`src/rtl/periph_pkg.sv`:
```
// Shared register map, status/control bit positions and serializer state encoding
// for the peripheral I/O controller.
package periph_pkg;

  localparam int unsigned REG_SEL_W = 3;

  localparam logic [REG_SEL_W-1:0] REG_CYCLE_LO  = 3'd0;
  localparam logic [REG_SEL_W-1:0] REG_CYCLE_HI  = 3'd1;
  localparam logic [REG_SEL_W-1:0] REG_UART_TX   = 3'd2;
  localparam logic [REG_SEL_W-1:0] REG_UART_STAT = 3'd3;
  localparam logic [REG_SEL_W-1:0] REG_TMR_CMP   = 3'd4;
  localparam logic [REG_SEL_W-1:0] REG_TMR_CTRL  = 3'd5;

  localparam int unsigned STAT_FULL  = 0;
  localparam int unsigned STAT_EMPTY = 1;
  localparam int unsigned STAT_BUSY  = 2;
  localparam int unsigned STAT_OVF   = 3;

  localparam int unsigned CTRL_EN  = 0;
  localparam int unsigned CTRL_EXP = 1;

  typedef enum logic [1:0] {
    ST_IDLE  = 2'd0,
    ST_START = 2'd1,
    ST_DATA  = 2'd2,
    ST_STOP  = 2'd3
  } uart_state_t;

endpackage

```
`src/rtl/peripheral_io_controller_if.sv`:
```
// Single-cycle peripheral port: request strobe, direction, address, write and read data.
interface peripheral_io_controller_if;
  logic        req;
  logic        wren;
  logic [31:0] addr;
  logic [31:0] wdata;
  logic [31:0] rdata;

  modport master (output req, wren, addr, wdata, input rdata);
  modport slave  (input req, wren, addr, wdata, output rdata);
endinterface

```
`src/rtl/peripheral_io_controller_fifo.sv`:
```
// Synchronous FIFO; a push while full is accepted only if a pop happens at the same edge.
module sync_fifo #(
  parameter int unsigned WIDTH = 8,
  parameter int unsigned DEPTH = 16
) (
  input  logic                     clk_i,
  input  logic                     rst_ni,
  input  logic                     push_i,
  input  logic                     pop_i,
  input  logic [WIDTH-1:0]         wdata_i,
  output logic [WIDTH-1:0]         rdata_o,
  output logic                     full_o,
  output logic                     empty_o,
  output logic [$clog2(DEPTH):0]   count_o
);

  localparam int unsigned PTR_W = $clog2(DEPTH);
  localparam int unsigned CNT_W = PTR_W + 1;

  logic [WIDTH-1:0] mem_q [DEPTH];
  logic [PTR_W-1:0] wr_ptr_q, rd_ptr_q;
  logic [CNT_W-1:0] count_q, count_d;
  logic             do_push_c, do_pop_c;

  assign full_o    = (count_q == CNT_W'(DEPTH));
  assign empty_o   = (count_q == '0);
  assign count_o   = count_q;
  assign rdata_o   = mem_q[rd_ptr_q];
  assign do_pop_c  = pop_i & ~empty_o;
  assign do_push_c = push_i & (~full_o | do_pop_c);

  always_comb begin
    count_d = count_q;
    case ({do_push_c, do_pop_c})
      2'b10:   count_d = count_q + CNT_W'(1);
      2'b01:   count_d = count_q - CNT_W'(1);
      default: count_d = count_q;
    endcase
  end

  always_ff @(posedge clk_i or negedge rst_ni) begin
    if (!rst_ni) begin
      wr_ptr_q <= '0;
      rd_ptr_q <= '0;
      count_q  <= '0;
    end else begin
      if (do_push_c) wr_ptr_q <= wr_ptr_q + PTR_W'(1);
      if (do_pop_c)  rd_ptr_q <= rd_ptr_q + PTR_W'(1);
      count_q <= count_d;
    end
  end

  // Storage needs no reset: occupancy is tracked by the pointers and count.
  always_ff @(posedge clk_i) begin
    if (do_push_c) mem_q[wr_ptr_q] <= wdata_i;
  end

endmodule

```
`src/rtl/peripheral_io_controller.sv`:
```
// Peripheral slave: 64-bit cycle counter, compare timer with level IRQ,
// and FIFO-buffered 8N1 UART transmitter.
module peripheral_io_controller
  import periph_pkg::*;
#(
  parameter int unsigned CLK_DIV    = 434,
  parameter int unsigned FIFO_DEPTH = 16
) (
  input  logic                              clock_i,
  input  logic                              resetn_i,
  peripheral_io_controller_if.slave         bus_if,
  output logic                              uart_tx_o,
  output logic                              timer_irq_o
);

  localparam int unsigned BAUD_W = (CLK_DIV > 2) ? $clog2(CLK_DIV) : 1;
  localparam int unsigned CNT_W  = $clog2(FIFO_DEPTH) + 1;

  logic [REG_SEL_W-1:0] reg_sel_c;
  logic                 wr_c, rd_lo_c, unused_addr_c;

  logic [63:0] cycle_q;
  logic [31:0] hi_snap_q;
  logic [31:0] cmp_q, cmp_d, tcount_q, tcount_d;
  logic        en_q, en_d, exp_q, exp_d, ovf_q, ovf_d, tmr_hit_c;

  uart_state_t       state_q, state_d;
  logic [BAUD_W-1:0] baud_q, baud_d;
  logic [2:0]        bit_idx_q, bit_idx_d;
  logic [7:0]        shreg_q, shreg_d;
  logic              tx_q, tx_d, baud_end_c, busy_c;

  logic             fifo_push_c, fifo_pop_c, fifo_full, fifo_empty;
  logic [7:0]       fifo_rdata;
  logic [CNT_W-1:0] fifo_count;
  logic [31:0]      rdata_c;

  assign reg_sel_c     = bus_if.addr[4:2];
  assign wr_c          = bus_if.req & bus_if.wren;
  assign rd_lo_c       = bus_if.req & ~bus_if.wren & (reg_sel_c == REG_CYCLE_LO);
  assign fifo_push_c   = wr_c & (reg_sel_c == REG_UART_TX);
  assign unused_addr_c = ^{bus_if.addr[31:5], bus_if.addr[1:0]};

  assign tmr_hit_c  = en_q & (tcount_q == cmp_q);
  assign baud_end_c = (baud_q == BAUD_W'(CLK_DIV - 1));
  assign busy_c     = (state_q != ST_IDLE);

  sync_fifo #(.WIDTH(8), .DEPTH(FIFO_DEPTH)) u_tx_fifo (
    .clk_i   (clock_i),
    .rst_ni  (resetn_i),
    .push_i  (fifo_push_c),
    .pop_i   (fifo_pop_c),
    .wdata_i (bus_if.wdata[7:0]),
    .rdata_o (fifo_rdata),
    .full_o  (fifo_full),
    .empty_o (fifo_empty),
    .count_o (fifo_count)
  );

  // Timer and sticky flags; a hardware EXP/OVF set beats a same-edge clear.
  always_comb begin
    tcount_d = tcount_q;
    cmp_d    = cmp_q;
    en_d     = en_q;
    exp_d    = exp_q;
    ovf_d    = ovf_q;
    if (en_q) tcount_d = tmr_hit_c ? '0 : tcount_q + 32'd1;
    if (wr_c) begin
      case (reg_sel_c)
        REG_UART_STAT: if (bus_if.wdata[STAT_OVF]) ovf_d = 1'b0;
        REG_TMR_CMP: begin
          cmp_d    = bus_if.wdata;
          tcount_d = '0;
        end
        REG_TMR_CTRL: begin
          en_d = bus_if.wdata[CTRL_EN];
          if (bus_if.wdata[CTRL_EXP]) exp_d = 1'b0;
          if (bus_if.wdata[CTRL_EN] && !en_q) tcount_d = '0;
        end
        default: ;
      endcase
    end
    if (tmr_hit_c) exp_d = 1'b1;
    if (fifo_push_c && fifo_full && !fifo_pop_c) ovf_d = 1'b1;
  end

  // Serializer next state; tx is registered from the next-state view so it
  // changes on the same edge as the state.
  always_comb begin
    state_d    = state_q;
    baud_d     = baud_q;
    bit_idx_d  = bit_idx_q;
    shreg_d    = shreg_q;
    fifo_pop_c = 1'b0;
    tx_d       = 1'b1;
    case (state_q)
      ST_IDLE: begin
        if (!fifo_empty) begin
          fifo_pop_c = 1'b1;
          shreg_d    = fifo_rdata;
          baud_d     = '0;
          state_d    = ST_START;
        end
      end
      ST_START: begin
        baud_d = baud_q + BAUD_W'(1);
        if (baud_end_c) begin
          baud_d    = '0;
          bit_idx_d = '0;
          state_d   = ST_DATA;
        end
      end
      ST_DATA: begin
        baud_d = baud_q + BAUD_W'(1);
        if (baud_end_c) begin
          baud_d    = '0;
          shreg_d   = {1'b0, shreg_q[7:1]};
          bit_idx_d = bit_idx_q + 3'd1;
          if (bit_idx_q == 3'd7) state_d = ST_STOP;
        end
      end
      ST_STOP: begin
        baud_d = baud_q + BAUD_W'(1);
        if (baud_end_c) begin
          baud_d  = '0;
          state_d = ST_IDLE;
          if (!fifo_empty) begin
            fifo_pop_c = 1'b1;
            shreg_d    = fifo_rdata;
            state_d    = ST_START;
          end
        end
      end
      default: state_d = ST_IDLE;
    endcase
    case (state_d)
      ST_START: tx_d = 1'b0;
      ST_DATA:  tx_d = shreg_d[0];
      default:  tx_d = 1'b1;
    endcase
  end

  always_ff @(posedge clock_i or negedge resetn_i) begin
    if (!resetn_i) begin
      cycle_q   <= '0;
      hi_snap_q <= '0;
      cmp_q     <= '0;
      tcount_q  <= '0;
      en_q      <= 1'b0;
      exp_q     <= 1'b0;
      ovf_q     <= 1'b0;
      state_q   <= ST_IDLE;
      baud_q    <= '0;
      bit_idx_q <= '0;
      shreg_q   <= '0;
      tx_q      <= 1'b1;
    end else begin
      cycle_q   <= cycle_q + 64'd1;
      if (rd_lo_c) hi_snap_q <= cycle_q[63:32];
      cmp_q     <= cmp_d;
      tcount_q  <= tcount_d;
      en_q      <= en_d;
      exp_q     <= exp_d;
      ovf_q     <= ovf_d;
      state_q   <= state_d;
      baud_q    <= baud_d;
      bit_idx_q <= bit_idx_d;
      shreg_q   <= shreg_d;
      tx_q      <= tx_d;
    end
  end

  always_comb begin
    rdata_c = '0;
    case (reg_sel_c)
      REG_CYCLE_LO:  rdata_c = cycle_q[31:0];
      REG_CYCLE_HI:  rdata_c = hi_snap_q;
      REG_UART_STAT: rdata_c = {20'b0, 8'(fifo_count), ovf_q, busy_c, fifo_empty, fifo_full};
      REG_TMR_CMP:   rdata_c = cmp_q;
      REG_TMR_CTRL:  rdata_c = {30'b0, exp_q, en_q};
      default:       rdata_c = '0;
    endcase
  end

  assign bus_if.rdata = resetn_i ? rdata_c : 32'd0;
  assign uart_tx_o    = tx_q;
  assign timer_irq_o  = exp_q;

endmodule

```
`src/flat_wrapper.sv`:
```
// flat-port wrapper written by rule: the top's interface ports become plain ports
module peripheral_io_controller_flat import periph_pkg::*;
#(
  parameter int unsigned CLK_DIV    = 434,
  parameter int unsigned FIFO_DEPTH = 16
)
  (clock_i, resetn_i, uart_tx_o, timer_irq_o, bus_if_req, bus_if_wren, bus_if_addr, bus_if_wdata, bus_if_rdata);
  peripheral_io_controller_if bus_if_i ();
  input  logic clock_i;
  input  logic resetn_i;
  output logic uart_tx_o;
  output logic timer_irq_o;
  input wire logic [$bits(bus_if_i.req)-1:0] bus_if_req;
  input wire logic [$bits(bus_if_i.wren)-1:0] bus_if_wren;
  input wire logic [$bits(bus_if_i.addr)-1:0] bus_if_addr;
  input wire logic [$bits(bus_if_i.wdata)-1:0] bus_if_wdata;
  output wire logic [$bits(bus_if_i.rdata)-1:0] bus_if_rdata;
  assign bus_if_i.req = bus_if_req;
  assign bus_if_i.wren = bus_if_wren;
  assign bus_if_i.addr = bus_if_addr;
  assign bus_if_i.wdata = bus_if_wdata;
  assign bus_if_rdata = bus_if_i.rdata;
  peripheral_io_controller #(.CLK_DIV(CLK_DIV), .FIFO_DEPTH(FIFO_DEPTH)) u_core (.clock_i(clock_i), .resetn_i(resetn_i), .bus_if(bus_if_i), .uart_tx_o(uart_tx_o), .timer_irq_o(timer_irq_o));
endmodule
```
`config.mk`:
```
export PLATFORM = sky130hd
export DESIGN_NAME = peripheral_io_controller_flat
export DESIGN_NICKNAME = d
export VERILOG_FILES = /design/src/rtl/periph_pkg.sv /design/src/rtl/peripheral_io_controller_if.sv /design/src/rtl/peripheral_io_controller_fifo.sv /design/src/rtl/peripheral_io_controller.sv /design/src/flat_wrapper.sv
export SDC_FILE = /design/constraint.sdc
export NUM_CORES = 1
export LEC_CHECK = 0
export CORE_MARGIN = 2
export CORE_UTILIZATION = 50
export CTS_BUF_LIST = sky130_fd_sc_hd__clkbuf_4
export DETAILED_ROUTE_END_ITERATION = 16
export PLACE_DENSITY = 0.84
export SYNTH_ARGS = -nofsm -noshare
export SYNTH_HDL_FRONTEND = slang
export SYNTH_SLANG_ARGS = --single-unit
```
`constraint.sdc`:
```
create_clock -name clock_i -period 2.73 [get_ports clock_i]
set_input_delay 0.273 -clock clock_i [delete_from_list [all_inputs] [get_ports clock_i]]
set_output_delay 0.273 -clock clock_i [all_outputs]
set_load 0.02 [all_outputs]
```
Yosys cells after proc, flatten, opt, wreduce, memory -nomap -nowiden
Memory sizes are Yosys's and may differ from the RTL's.
Cells that the tools add are included.

storage, ports and cells
  register bits = 199
  memory bits (writable) = 128
  output and inout bits = 34
  word-level logic and storage cells = 120
  memories = 1

memory list
  name                    words  bits a word  rd ports  clocked after memory_dff  write ports  line                                 source
  u_core.u_tx_fifo.mem_q  16     8            1         0                         1            peripheral_io_controller_fifo.sv:20  logic [WIDTH-1:0] mem_q [DEPTH];

cells by class
  add/subtract/negate cells = 8
  equality and inequality tests = 20
  mux-type cells = 39
  bitwise operators = 11
  reduce and logical (&&, ||, !) cells = 25

operator list
  cell                                                             number
  32-bit two-way mux                                               5
  32-bit one-hot mux with 5 select lines                           1
  64-bit by 1-bit adder with 64-bit output, second input constant  1
  32-bit one-hot mux with 2 select lines                           1
  32-bit by 1-bit adder with 32-bit output, second input constant  1
  32-bit == test                                                   1
  8-bit two-way mux                                                3
  8-bit one-hot mux with 3 select lines                            1
  9-bit two-way mux                                                2
  9-bit one-hot mux with 2 select lines                            1
  2-bit nonzero test                                               9
  1-bit two-way mux                                                13
  3-bit AND reduction                                              4
  2-bit two-way mux                                                5
  5-bit one-hot mux with 2 select lines                            1
  9-bit by 1-bit adder with 9-bit output, second input constant    1
  3-bit == test, second input constant                             3
  9-bit == test, second input constant                             1
  4-bit by 1-bit adder with 4-bit output, second input constant    2
  2-bit == test, second input constant                             4
  2-bit one-hot mux with 4 select lines                            1
  1-bit AND                                                        7
  2-bit by 1-bit == test with 1-bit output, second input constant  3
  3-bit by 2-bit == test with 1-bit output, second input constant  2
  20 further kinds                                                 30

Longest topological paths before layout
  depth after elaboration = 9
  mapped depth = 12

Modules after synthesis
Synthesis repeated with hierarchy kept, for this count alone.

unflattened totals
  cells, all modules = 1223
  area, all modules = 15554.9 sq um

modules (own cells, without submodules)
  module                    instances  cells each  area an instance (sq um)
  peripheral_io_controller  1          924         9594.2
  sync_fifo                 1          299         5960.7

Worst setup path after synthesis
OpenSTA, ideal clock, no wires.

  path kind = reg2reg
  start = register u_core.state_q[1]
  end = memory u_core.u_tx_fifo.mem_q[7][0] (enable)
  arrival time = 2490 ps
  required time = 2345 ps
  setup slack = -145 ps
  cell stages (with the launch flop) = 9
  path buffers = 0
  period minus slack after synthesis = 2875 ps
  cells stage by stage = dfrtp_1 > inv_1 > ha_1 > clkinv_1 > o31a_1 > nor3_2 > o21a_1 > nand2_1 > nor3b_1

on the way
  cells in the longest elaborated chain, start to end = 7
  elaborated cells on any way between the ends = 8
  classes of those cells = eq/ne: 1; mux: 3; bitwise: 3; reduce/logical: 1

RTL lines
  element                                                    line                                 source
  from (decl)                                                peripheral_io_controller.sv:27       uart_state_t state_q, state_d;
  from (signal assigned)                                     peripheral_io_controller.sv:165      state_q <= state_d;
  2-bit == test / 2-bit logical NOT (equally long branches)  peripheral_io_controller.sv:96       case (state_q)
  1-bit one-hot mux with 2 select lines *                    peripheral_io_controller.sv:96
  1-bit AND *                                                peripheral_io_controller_fifo.sv:29  assign do_pop_c = pop_i & ~empty_o;
  1-bit bitwise OR *                                         peripheral_io_controller_fifo.sv:30  assign do_push_c = push_i & (~full_o | do_pop_c);
  1-bit AND *                                                peripheral_io_controller_fifo.sv:30
  1-bit two-way mux *                                        peripheral_io_controller_fifo.sv:55  if (do_push_c) mem_q[wr_ptr_q] <= wdata_i;
  1-bit two-way mux (implied by the code) *                  peripheral_io_controller_fifo.sv:55
  to (decl)                                                  peripheral_io_controller_fifo.sv:20

Mark *: on every way between the ends. The rest lies on a longest branch, timed or not.

Final worst setup path
  start = register u_core.cmp_q[7]
  end = output bus_if_rdata[7]

on the way
  cells in the longest elaborated chain, start to end = 2

RTL lines
  element                                 line                             source
  from (decl)                             peripheral_io_controller.sv:24   logic [31:0] cmp_q, cmp_d, tcount_q, tcount_d;
  from (signal assigned)                  peripheral_io_controller.sv:160  cmp_q <= cmp_d;
  32-bit one-hot mux with 5 select lines  peripheral_io_controller.sv:175  case (reg_sel_c)
  32-bit two-way mux                      peripheral_io_controller.sv:185  assign bus_if.rdata = resetn_i ? rdata_c : 32'd0;
  to (decl)                               flat_wrapper.sv:17               output wire logic [$bits(bus_if_i.rdata)-1:0] bus_if_rdata;

Every way passes these cells.

==> reports/qor.csv <==
stage;metric;value;unit
yosys;adder and majority cell fraction of the synthesized area;1.704;%
cts;number of buffers on the longest clock path;3;
yosys;Synth Net Count;1271;
yosys;register bit total from synthesis;327;
yosys;mux cell area share after synthesis;12.98;%
timing;worst setup margin;0.06245;ns
worst_setup_path;R2R Path End;u_core.u_tx_fifo.mem_q[10][6];
timing;max_slew headroom;33.00;%
cells_and_area;share of layout cells above drive strength 1;24.24;%
worst_setup_path;depth of the worst register-to-register path;10;
cts;Root Driver;sky130_fd_sc_hd__clkbuf_4;
worst_hold_path;path class of the lowest-slack min-delay path;in -> async;
worst_setup_path;Worst Setup Path Type;reg -> out;
yosys;number of enable-type register cells in the synthesized netlist;128;
job;max-cap viol count;0;
placement;estimated wirelength of the detail-placed design;23500;um
worst_setup_path;Data arrival, critical path;2.39;ns
global_routing;largest net degree at the start of global routing;75;
global_routing;total track usage;22.71;%
route;total number of vias;10310;
timing;RSZ-0062 raised after global routing;true;
global_routing;first-pass GRT wire length;55650;um
yosys;flip-flop cell with the highest count after synthesis;sky130_fd_sc_hd__dfrtp_1;
global_routing;aggregate global routing overflow;0;
global_routing;vias in the first global route;10660;
cts;Max H-tree Level;3;
pwr;P per Cell Area;605.8;nW/um2
timing;number of max-slew violations in the final report;0;
cts;TritonCTS clock tree;yes;
yosys;Synth area leaders;sky130_fd_sc_hd__dfrtp_1 33%, sky130_fd_sc_hd__edfxtp_1 25%, sky130_fd_sc_hd__mux2_2 5.1%;
status;run status;completed;
cts;clock sink count;327;
die;io pins;102;
route;detail-routed net length per standard cell;19.13;um
route;Pre-Repair DR Iteration Count;5;
route;antenna-violating nets left;0;
cts;cts bufs inserted;85;
worst_setup_path;Critical Path Sink Type;output port;
timing;clk_skew;0.03623;ns
yosys;register area share after synthesis;58.33;%
yosys;area fraction of the dominant cell type after synthesis;32.75;%
placement;gpl congestion;0.8834;
cells_and_area;Layout Nets;1446;
timing;Final Hold Fails;0;
yosys;Syn Inst Count;1183;
timing;final setup violation count;0;
worst_setup_path;data required time at the worst endpoint;2.46;ns
cts;clock latency on the worst-skew pair;0.70;ns
yosys;share of async-settable or async-resettable flops after synthesis;60.86;%
route;DRC Markers;0;
global_routing;antenna violations before repair;2;
worst_setup_path;crit path max fanout;3;
pwr;cell leakage power;7.524;nW
timing;fraction of the cycle the final worst path needs;97.71;%
cts;clock-pin transition on the worst setup and hold timing paths;0.07;ns
yosys;combinational family with the most area after synthesis;multiplexers;
worst_setup_path;worst r2r src;u_core.u_tx_fifo.count_o[2];
route;vias per cell;5.685;
die;Die H;177.9;um
die;area of the placeable core;29720;um2
cells_and_area;filler instances;2200;
yosys;most common cell in the synthesized netlist;sky130_fd_sc_hd__dfrtp_1;
placement;IO buf count;72;
pwr;VDD IR max;0.4095;mV
timing;post-layout min period;2.668;ns
route;DR iter-0 viols;873;
die;number of rows in the core area;63;
yosys;synthesized area;15130;um2
yosys;top post-synthesis cells by count;198 x sky130_fd_sc_hd__dfrtp_1, 128 x sky130_fd_sc_hd__edfxtp_1, 116 x sky130_fd_sc_hd__nor2_1;
timing;top achievable clock speed;0.3749;GHz
yosys;count of distinct cell types in the synthesized netlist;58;
timing;slew of the pin with the lowest slew margin;1.002;ns
yosys;mean area per synthesized cell;12.79;um2
die;width of the chip;177.9;um
die;total die area;31660;um2
yosys;leading area contributor after synthesis;sky130_fd_sc_hd__dfrtp_1;
yosys;number of warnings printed during yosys synthesis;0;
worst_setup_path;reg2reg setup slack;0.07;ns
cells_and_area;area added between synthesis and finish;18.16;%
die;Initial Utilization;50.91;%
yosys;Synth Area in XOR/XNOR;7.700;%
worst_setup_path;kind of start point of the critical path;flop;
yosys;simple logic cell fraction of the synthesized area;12.95;%
route;total wirelength of the detailed-routed design;34710;um
yosys;compound-cell area share of the yosys netlist;4.408;%
cells_and_area;final core occ;60.15;%
placement;pre-CTS WS;0.03238;ns
[sequential cells by signal (all words and copies together), names as in the netlist, 2 cells and up]
signal / count
u_core.tcount_q: 32
u_core.baud_q: 9
u_core.state_q: 2
u_core.u_tx_fifo.rd_ptr_q: 4
u_core.u_tx_fifo.count_o: 5
u_core.u_tx_fifo.wr_ptr_q: 4
u_core.hi_snap_q: 32
u_core.u_tx_fifo.mem_q: 128
u_core.shreg_q: 8
u_core.cmp_q: 32
u_core.cycle_q: 64
u_core.bit_idx_q: 3
[power breakdown]
| group | leakage [nW] | switching (mW) | internal, mW |
|---|---|---|---|
| Sequential | 3.79 | 0.333 | 5.33 |
| Combinational | 3.10 | 0.570 | 0.525 |
| Clock | 0.636 | 1.96 | 2.12 |
[per-layer routing]
metal  global-route usage [%]  share of wire (%)  up-vias
met3                    5.249                6.7       68
met2                    36.93                 48      375
li1                         -                  -     4696
met5                        0                  0        -
met1                    30.28                 43     5173
met4                    7.411                2.3        0
[logic make-up (layout without fill, tap and decap cells)]
family | after synthesis | after routing
mux | 145 | 145
compound gates | 111 | 111
xor+xnor | 133 | 133
fa+ha+maj | 20 | 20
simple gates | 375 | 375
flops | 327 | 327
buf+inv | 72 | 312
other cells | 0 | 1
[cell usage in the layout (no fill, tap or decap), drive strengths merged, types with 5 or more instances in the layout]
master / count
a211oi: 14
buf: 61
clkinv: 23
and3: 25
nand2b: 8
xor2: 64
mux4: 34
ha: 19
o21ai: 34
and2: 21
and4: 8
dfrtp: 198
mux2: 69
nor3: 18
a21oi: 42
edfxtp: 128
nor3b: 5
dlymetal6s2s: 5
nor2: 116
xnor2: 69
nand3: 47
nor4: 13
clkbuf: 129
nor2b: 9
clkdlybuf4s50: 62
a221o: 6
mux2i: 42
inv: 27
nand2: 62
nand4: 29
[through the flow]
stage	hold slack (ns)	instances	instance area (um2)	power [mW]	setup TNS, ns
after floorplan	-0.02259	1183	15130	6.264	-3.455
after global placement	0.1822	1652	16650	6.712	0
after detailed placement	0.1860	1652	16650	6.756	0
after CTS	0.08946	1807	17750	10.88	0
after global routing	0.1361	1814	17880	11.34	-1.030
final	0.1666	1814	17880	10.83	0
[critical path: stages (launching register included)]
cell and delay, ns:
sky130_fd_sc_hd__dfrtp_1 0.44, sky130_fd_sc_hd__mux2i_1 0.16, sky130_fd_sc_hd__nor2_1 0.05, sky130_fd_sc_hd__a21oi_1 0.24, sky130_fd_sc_hd__o21ai_2 0.12, sky130_fd_sc_hd__and2_1 0.17, sky130_fd_sc_hd__clkdlybuf4s50_1 0.53
[area by class of cell]
cell class,instances,area [um2],area share [%]
well taps,390,488.0,2.730
repair buffers,135,1292,7.230
clock buffers,126,945.9,5.292
multi-input cells,784,6120,34.23
diodes,1,2.502,0.01400
inverters,25,93.84,0.5250
clock inverters,26,106.4,0.5949
flip-flops and latches,327,8827,49.38
[what timing repair did]
action / CTS / global route
endpoints found under the setup margin: 8 / 158
buffers inserted: 0 / 6
resized for setup: 13 / 29
hold endpoints to repair: 55 / 0
pin swaps: 0 / 5
hold buffers: 3 / 0
[worst max-delay path by stage]
stage,from,depth (start not counted),endpoint,slack (ns)
after floorplan,u_core.state_q[1],8,u_core.u_tx_fifo.mem_q[4][0],-0.14
after global placement,bus_if_addr[2],6,bus_if_rdata[6],0.12
after detailed placement,u_core.baud_q[1],12,u_core.u_tx_fifo.count_o[4],0.03
after CTS,u_core.baud_q[1],13,u_core.u_tx_fifo.count_o[4],0.002
after global routing,u_core.baud_q[1],12,u_core.u_tx_fifo.count_o[4],-0.08
final,u_core.cmp_q[7],6,bus_if_rdata[7],0.06
Power figures use the tool's default switching activity.
